<file path="src/rtl/vram_arbiter.sv">
// vram_arbiter: shares a single-port synchronous video RAM between two video
// fetch ports (vid0 = VGA, vid1 = HDMI) and the CPU.
//
// Ports:
//   clk, nreset                     clock (clk_vram), async active-low reset
//   vid0_*/vid1_*                   video read: req/addr in, ack/data/valid out
//   cpu_*                           CPU access: req/we/addr/wdata in,
//                                   ack/rdata/rvalid out
//   ram_addr/ram_wdata/ram_we       registered RAM command
//   ram_rdata                       RAM read data, one cycle after the address
//   busy                            state != IDLE
//
// Optional feature: define VRAM_ARB_RR_EN for round-robin between vid0 and vid1.
module vram_arbiter #(
    parameter int AW           = 13,
    parameter int DW           = 8,
    parameter int CPU_WAIT_MAX = 4
) (
    input  logic          clk,
    input  logic          nreset,
    input  logic          vid0_req,
    input  logic [AW-1:0] vid0_addr,
    output logic          vid0_ack,
    output logic [DW-1:0] vid0_data,
    output logic          vid0_valid,
    input  logic          vid1_req,
    input  logic [AW-1:0] vid1_addr,
    output logic          vid1_ack,
    output logic [DW-1:0] vid1_data,
    output logic          vid1_valid,
    input  logic          cpu_req,
    input  logic          cpu_we,
    input  logic [AW-1:0] cpu_addr,
    input  logic [DW-1:0] cpu_wdata,
    output logic          cpu_ack,
    output logic [DW-1:0] cpu_rdata,
    output logic          cpu_rvalid,
    output logic [AW-1:0] ram_addr,
    output logic [DW-1:0] ram_wdata,
    output logic          ram_we,
    input  logic [DW-1:0] ram_rdata,
    output logic          busy
);
    typedef enum logic [1:0] {IDLE, ACCESS, CAPTURE} state_t;
    localparam logic [1:0] W_V0 = 2'd0, W_V1 = 2'd1, W_CPU = 2'd2;

    state_t     state, state_nx;
    logic [1:0] win;
    logic       win_we;
    logic [3:0] cpu_wait;
    logic       arb, cap, any_req, cpu_force, g0, g1, g_cpu;

    assign arb       = state == IDLE || state == CAPTURE;
    assign cap       = state == CAPTURE;
    assign any_req   = vid0_req || vid1_req || cpu_req;
    assign cpu_force = cpu_wait == 4'(CPU_WAIT_MAX);
    assign g_cpu     = cpu_req && (cpu_force || !(vid0_req || vid1_req));

`ifdef VRAM_ARB_RR_EN
    // last_v1 = 1 when vid1 won the most recent video grant; vid0 then has priority
    logic last_v1;
    assign g0 = !g_cpu && vid0_req && !(vid1_req && !last_v1);
    assign g1 = !g_cpu && vid1_req && !g0;
    always_ff @(posedge clk or negedge nreset) begin
        if (!nreset)
            last_v1 <= 1'b1;
        else if (arb && (g0 || g1))
            last_v1 <= g1;
    end
`else
    assign g0 = !g_cpu && vid0_req;
    assign g1 = !g_cpu && !vid0_req && vid1_req;
`endif

    always_ff @(posedge clk or negedge nreset) begin
        if (!nreset)
            state <= IDLE;
        else
            state <= state_nx;
    end

    always_comb begin
        state_nx = arb ? (any_req ? ACCESS : IDLE) : (state == ACCESS ? CAPTURE : IDLE);
    end

    always_comb begin
        busy = state != IDLE;
    end

    always_ff @(posedge clk or negedge nreset) begin
        if (!nreset) begin
            vid0_ack   <= 1'b0;
            vid1_ack   <= 1'b0;
            cpu_ack    <= 1'b0;
            vid0_valid <= 1'b0;
            vid1_valid <= 1'b0;
            cpu_rvalid <= 1'b0;
            vid0_data  <= '0;
            vid1_data  <= '0;
            cpu_rdata  <= '0;
            ram_addr   <= '0;
            ram_wdata  <= '0;
            ram_we     <= 1'b0;
            win        <= W_V0;
            win_we     <= 1'b0;
            cpu_wait   <= '0;
        end else begin
            vid0_ack   <= arb && g0;
            vid1_ack   <= arb && g1;
            cpu_ack    <= arb && g_cpu;
            ram_we     <= arb && g_cpu && cpu_we;
            // win/win_we still describe the access finishing in CAPTURE here
            vid0_valid <= cap && win == W_V0;
            vid1_valid <= cap && win == W_V1;
            cpu_rvalid <= cap && win == W_CPU && !win_we;
            if (cap && win == W_V0)
                vid0_data <= ram_rdata;
            if (cap && win == W_V1)
                vid1_data <= ram_rdata;
            if (cap && win == W_CPU && !win_we)
                cpu_rdata <= ram_rdata;
            if (arb && any_req) begin
                win      <= g_cpu ? W_CPU : (g0 ? W_V0 : W_V1);
                win_we   <= g_cpu && cpu_we;
                ram_addr <= g_cpu ? cpu_addr : (g0 ? vid0_addr : vid1_addr);
            end
            if (arb && g_cpu)
                ram_wdata <= cpu_wdata;
            if (arb)
                cpu_wait <= (cpu_req && (g0 || g1)) ? (cpu_force ? cpu_wait : cpu_wait + 4'd1) : 4'd0;
        end
    end
endmodule
</file>
<file path="config.mk">
export PLATFORM = sky130hd
export DESIGN_NAME = vram_arbiter
export DESIGN_NICKNAME = d
export VERILOG_FILES = /design/src/rtl/vram_arbiter.sv
export SDC_FILE = /design/constraint.sdc
export NUM_CORES = 1
export LEC_CHECK = 0
export CORE_ASPECT_RATIO = 1.25
export CORE_UTILIZATION = 44
export CTS_BUF_LIST = sky130_fd_sc_hd__clkbuf_8
export CTS_CLUSTER_DIAMETER = 100
export DETAILED_ROUTE_END_ITERATION = 10
export MAX_ROUTING_LAYER = met4
export PLACE_DENSITY = 0.87
export SLEW_MARGIN = 15
export SYNTH_ARGS = -nofsm -noshare
export SYNTH_HDL_FRONTEND = slang
export SYNTH_SLANG_ARGS = --single-unit
</file>
<file path="constraint.sdc">
create_clock -name clk -period 2.4 [get_ports clk]
set_input_delay 0.48 -clock clk [delete_from_list [all_inputs] [get_ports clk]]
set_output_delay 0.48 -clock clk [all_outputs]
set_load 0.02 [all_outputs]
</file>
==> results of run 1 <==
==> final timing paths <==
path | slack (ns) | to
max reg2reg | 0.47 | cpu_rdata[4]
max | 0.34 | busy
min reg2reg | 0.48 | state[1]
min in group clk | 0.48 | state[1]
min | 0.30 | vid0_data[5]
max in group asynchronous | 1.61 | cpu_wait[1]
==> routing by layer <==
metal / up-vias / routed length [um] / GRT usage
li1: 1026 / - / -
met1: 1049 / 2710 / 0.274
met2: 81 / 3460 / 0.366
met3: 8 / 353 / 0.0572
met4: 0 / 97 / 0.0703
met5: - / 0 / -
==> layout make-up <==
cell class | instances | share of cell area
multi-input cells | 133 | 0.264
clock inverters | 5 | 0.00635
inverters | 6 | 0.00544
clock buffers | 11 | 0.0366
repair buffers | 125 | 0.294
well taps | 82 | 0.0248
flip-flops and latches | 61 | 0.369
==> where the power goes <==
group,leakage [uW],internal (uW),switching [uW]
registers,0.000750,1370,194
clock network,0.0000963,421,369
logic,0.000915,961,804
==> synthesized netlist by cell type, types with 2 or more instances <==
cell      number
clkbuf_1      11
nand2_1        3
dfrtp_1       61
a21oi_1       13
mux2_2        37
mux2_4         8
ha_1           2
nor3_1        14
a31oi_1        2
buf_2          2
o21ai_0       15
a21o_1         2
o31ai_1       14
or2_2          2
nor3b_1        2
inv_1          6
or3b_1         3
nand3_1        2
nand3b_1       2
and2_1         2
==> through the flow <==
stage / utilization / instance area (sq um) / power [uW]
after global placement: 0.677 / 3960 / 3290
after CTS: 0.707 / 4140 / 4170
after detailed placement: 0.677 / 3960 / 3350
final: 0.707 / 4140 / 4120
after global routing: 0.707 / 4140 / 4330
after floorplan: - / 2710 / 2430
==> cells by family (layout without fill, tap and decap cells) <==
logic type / count (synthesis) / count (layout) / share of synthesized area
AO/OA/AOI/OAI: 50 / 50 / 0.112
adder cells (fa/ha/maj): 2 / 2 / 0.00923
buffers and inverters: 22 / 147 / 0.0355
flip-flops: 61 / 61 / 0.563
multiplexers: 45 / 45 / 0.198
AND/OR/NAND/NOR: 36 / 36 / 0.0821
==> state kept, by name, indices dropped and copies added, names as in the netlist <==
| register | cells |
|---|---|
| ram_wdata | 8 |
| cpu_ack | 1 |
| vid0_valid | 1 |
| vid0_ack | 1 |
| cpu_wait | 4 |
| ram_we | 1 |
| vid0_data | 8 |
| win_we | 1 |
| vid1_valid | 1 |
| vid1_data | 8 |
| cpu_rdata | 8 |
| win | 2 |
| vid1_ack | 1 |
| state | 2 |
| ram_addr | 13 |
| cpu_rvalid | 1 |
==> critical path: stages (launching register included) <==
cell and delay, ns:
dfrtp_1 0.41, or2_2 0.30, clkdlybuf4s50_1 0.55
==> results.md, run 1 <==
* Post-synth EDFFs at 0
* Crit share post-route at 0.857
* DIE HEIGHT at about 90 um
* Synth cell types at 33
* Nets at 399
* Gr usage total at 0.226
* Share of layout cells above drive strength 1 at 0.229
* Wirelength per Cell at roughly 16 um
* Max rail drop VDD at 0.456 mV
* Fmax at 486 MHz
* CTS tree: yes
* Initial Utilization at 0.463
* Setup WS post-layout at about 0.34 ns
* Flip-flop and latch area at around 1500 sq um
* Rel. slew slack at 0.510
* First-pass GRT wire length at roughly 11,000 um
* Hold Buf Count CTS at 0
* Post-synth ARST share at 1.00
* Lkg Pwr at between 0.0015 and 0.002 uW
* Clock sink count at 61
* GPL Wtd Cong at around 0.82
* # rows at 31
* CP endpoint kind: output pin
* Root buffer cell: clkbuf_8
* Critical path type: flip-flop to output pin
* Cell taking the most area after synthesis: dfrtp_1
* Synth Warn # at 0
* Syn_nets at 279
* Slew Limit Fails at 0
* DP Worst Slack at 0.196 ns
* Initial antenna violation count at 0
* Ys flop type: dfrtp_1
* # DRC at 0
* Top-area cell type share of the netlist area at 0.563
* Core footprint at 5860 sq um
* Clk pin slew, worst setup/hold paths at 0.07 ns
* PwrDens at 996 nW/um^2
* Startpoint Class: flip-flop
* Multi-input logic area at 1090 sq um
* I/O pin count at 114
* DR iter-0 viols at ~130
* Htree depth at 3
* Syn Inst Count at 216
* Hold/Removal Path Class: primary input to asynchronous set/reset pin
* Fillers at about 410
* RSZ-0062 raised after global routing: false
* Commonest non-fill, non-tap cell in the layout: clkdlybuf4s50_1
* Most frequent cells in the layout: clkdlybuf4s50_1 (112), dfrtp_1 (61), mux2_2 (37)
* Worst r2r src: state[0]
* Sequential cell area fraction in the yosys report at 0.563
* Vias in the first global route at 2,142
* R2r worst-path depth at 3
* Clock buffers created by TritonCTS at 9
* DRT antenna net count at 0
* Worst clock skew at 0.00957 ns
* WP data arrival at approximately 1.6 ns
* Fin cells at 423
* # resized after CTS at 0
* Diode count at 0
* Vias at 2,164
* Hold slack at 0.304 ns
* Pre-Repair DR Iteration Count at 4
* Setup bufs post-CTS at 0
* Slew @ Worst Pin at 0.735 ns
* Die area at ~6500 sq um
* Final setup vio count at 0
* CP max FO at 4
* Final hold violation count at 0
* Flip-flop and latch count after synthesis at 61
* Post-Route Setup TNS at 0 ns
* Req. time, crit path at 1.92 ns
* Mapped cell area at between 2000 and 3000 sq um
* Syn avg cell area at 12.6 sq um
* IO buf count at 113
* Die W at just over 70 um
* Worst-skew pair later-pin latency at between 0.3 and 0.4 ns
* Post-DR vias/cell at 5.12
* Pin count of the biggest net entering global routing at 62
* CTS Buffer Depth at 2
* Crit path from: state[0]
* Global route overflow at 0
* Area Overhead vs Synth at 52.7%
* Ranking of synthesized cells by area: dfrtp_1 (56%), mux2_2 (15%), mux2_4 (4.4%)
* Final min period at 2.06 ns
* DP Cell Count at just over 400
* Routed WL at ~6600 um
* Post-DP HPWL at 4830 um
* Status: complete, no violations
* Max-cap violation count at 0
(Power assumes the default switching activity.)
==> run 2, diff against run 1 <==
--- a/config.mk
+++ b/config.mk
@@ -5,13 +5,15 @@
 export SDC_FILE = /design/constraint.sdc
 export NUM_CORES = 1
 export LEC_CHECK = 0
+export CELL_PAD_IN_SITES_DETAIL_PLACEMENT = 1
+export CELL_PAD_IN_SITES_GLOBAL_PLACEMENT = 2
 export CORE_ASPECT_RATIO = 1.25
-export CORE_UTILIZATION = 44
+export CORE_UTILIZATION = 27
 export CTS_BUF_LIST = sky130_fd_sc_hd__clkbuf_8
 export CTS_CLUSTER_DIAMETER = 100
 export DETAILED_ROUTE_END_ITERATION = 10
 export MAX_ROUTING_LAYER = met4
-export PLACE_DENSITY = 0.87
+export PLACE_DENSITY = 0.86
 export SLEW_MARGIN = 15
 export SYNTH_ARGS = -nofsm -noshare
 export SYNTH_HDL_FRONTEND = slang
==> run 2 against run 1 <==
Against the previous run: fmax about the same; via count up 2.4%; combinational power about the same; routed wire length up 11%; register-to-register slack worse by 0.02 ns; sequential power about the same; worst hold slack worse by 0.15 ns; sequential share of layout area down 1.2 points; cell count up 10%; first-iteration DRC count down 44%; sequential cell count unchanged; clock power up 38%; largest power group unchanged.
==> results.md, run 2 (same netlist as run 1, synthesis figures left out) <==
* CP max FO at 4
* # DRC at 0
* Diode count at 0
* Root buffer cell: clkbuf_8
* Clock sink count at 61
* Hold/Removal Path Class: primary input to asynchronous set/reset pin
* Post-DR vias/cell at ~4.7
* Max-cap violation count at 0
* Gr usage total at 0.160
* Worst clock skew at around 0.0056 ns
* Fmax at between 400 and 500 MHz
* Final core occ at 0.441
* Slew @ Worst Pin at 0.612 ns
* Rel. slew slack at 0.592
* Cell Chain, Critical Path: or2_2 -> clkdlybuf4s50_1
* Worst-skew pair later-pin latency at 0.33 ns
* Routed WL at 7330 um
* Pin count of the biggest net entering global routing at 35
* Startpoint Class: flip-flop
* Hold slack at 0.152 ns
* # rows at 40
* Setup WS post-layout at 0.345 ns
* Initial Utilization at 0.279
* DIE HEIGHT at approximately 110 um
* CTS tree: yes
* Number of flip-flops under the largest register name at 13
* Die area at 10,400 sq um
* Global route overflow at 0
* Fillers at 1,052
* Htree depth at 3
* Max rail drop VDD at 0.361 mV
* Die W at 91.6 um
* Met1 Wirelength at 3030 um
* First-pass GRT wire length at approximately 13,000 um
* Nets at 399
* Initial antenna violation count at 0
* GPL Wtd Cong at 0.773
* Met2 routed WL at 3750 um
* Core footprint at just under 10,000 sq um
* Critical path type: flip-flop to output pin
* Share of layout cells above drive strength 1 at 0.235
* Slew Limit Fails at 0
* # resized after CTS at 0
* Hold Buf Count CTS at 0
* CTS Buffer Depth at 2
* IO buf count at about 110
* DRT antenna net count at 0
* RSZ-0062 raised after global routing: false
* DR iter-0 viols at 72
* DP Worst Slack at 0.190 ns
* Metal3 WL at 453 um
* Pre-Repair DR Iteration Count at 4
* Post-Route Setup TNS at 0 ns
* CP endpoint kind: output pin
* Wirelength per Cell at 15.7 um
* Post-DP HPWL at around 5400 um
* Clock buffers created by TritonCTS at 9
* Lkg Pwr at 0.00180 uW
* Area Overhead vs Synth at 57.8%
* WP data arrival at 1.58 ns
* Commonest non-fill, non-tap cell in the layout: clkdlybuf4s50_1
* Vias in the first global route at 2,441
* Largest Register: ram_addr
* Crit-path slowest cell: clkdlybuf4s50_1
* Req. time, crit path at around 1.9 ns
* Final setup vio count at 0
* Final hold violation count at 0
* PwrDens at 1030 nW/um^2
* Clk pin slew, worst setup/hold paths at ~0.070 ns
* Setup bufs post-CTS at 0
* Vias at 2,215
* Worst path max stage delay at 0.55 ns
* Final min period at approximately 2.1 ns
* Highest routed layer: met4
* Status: complete, no violations
* I/O pin count at 114
* Most frequent cells in the layout: clkdlybuf4s50_1 (112), dfrtp_1 (61), mux2_2 (37)
* Crit share post-route at 0.856
[run 2: area by class of cell]
cell class,instances,area (sq um),share of cell area
Inverter,6,22.5,0.00526
Sequential cell,61,1530,0.357
Clock buffer,13,179,0.0418
Multi-Input combinational cell,133,1100,0.257
Tap cell,126,158,0.0368
Clock inverter,3,65.1,0.0152
Timing Repair Buffer,125,1230,0.287
[run 2: power by group]
| part | switching, uW | total [uW] | internal (uW) |
|---|---|---|---|
| clock network | 390 | 1090 | 697 |
| logic | 798 | 1760 | 963 |
| registers | 203 | 1580 | 1370 |
[run 2: worst paths after layout]
path / from / cells after the start / to / slack (ns)
worst max-delay path: state[0] / 2 / busy / 0.34
worst min-delay path: nreset / 1 / cpu_rdata[0] / 0.15
worst max register to register: state[0] / 3 / cpu_rdata[2] / 0.45
worst min register to register: state[1] / 1 / state[1] / 0.47
max in group asynchronous: nreset / 2 / ram_addr[10] / 1.65
min in group clk: state[1] / 1 / state[1] / 0.47
[run 2: per-layer routing]
metal / vias to the layer above / GRT usage
met5: - / -
met4: 0 / 0.0508
met3: 8 / 0.0413
met2: 92 / 0.273
met1: 1091 / 0.184
li1: 1024 / -
[run 2: worst max-delay path, delay by kind of cell, from the launching register on]
kind	cells	cell delay, ns
buffers and inverters	1	0.55
DFF	1	0.40
and+or+nand+nor	1	0.29
[run 2: metrics by stage]
step / instance area, sq um / power (uW) / instances
after floorplan: 2710 / 2430 / 216
after global placement: 4040 / 3310 / 451
after detailed placement: 4040 / 3380 / 451
after CTS: 4280 / 4490 / 467
after global routing: 4280 / 4680 / 467
final: 4280 / 4420 / 467
==> run 3, diff against run 2 <==
--- a/config.mk
+++ b/config.mk
@@ -14,7 +14,6 @@
 export DETAILED_ROUTE_END_ITERATION = 10
 export MAX_ROUTING_LAYER = met4
 export PLACE_DENSITY = 0.86
-export SLEW_MARGIN = 15
 export SYNTH_ARGS = -nofsm -noshare
 export SYNTH_HDL_FRONTEND = slang
 export SYNTH_SLANG_ARGS = --single-unit
==> results of run 3 <==
Final layout, timing and power as in run 2 (identical DEF).
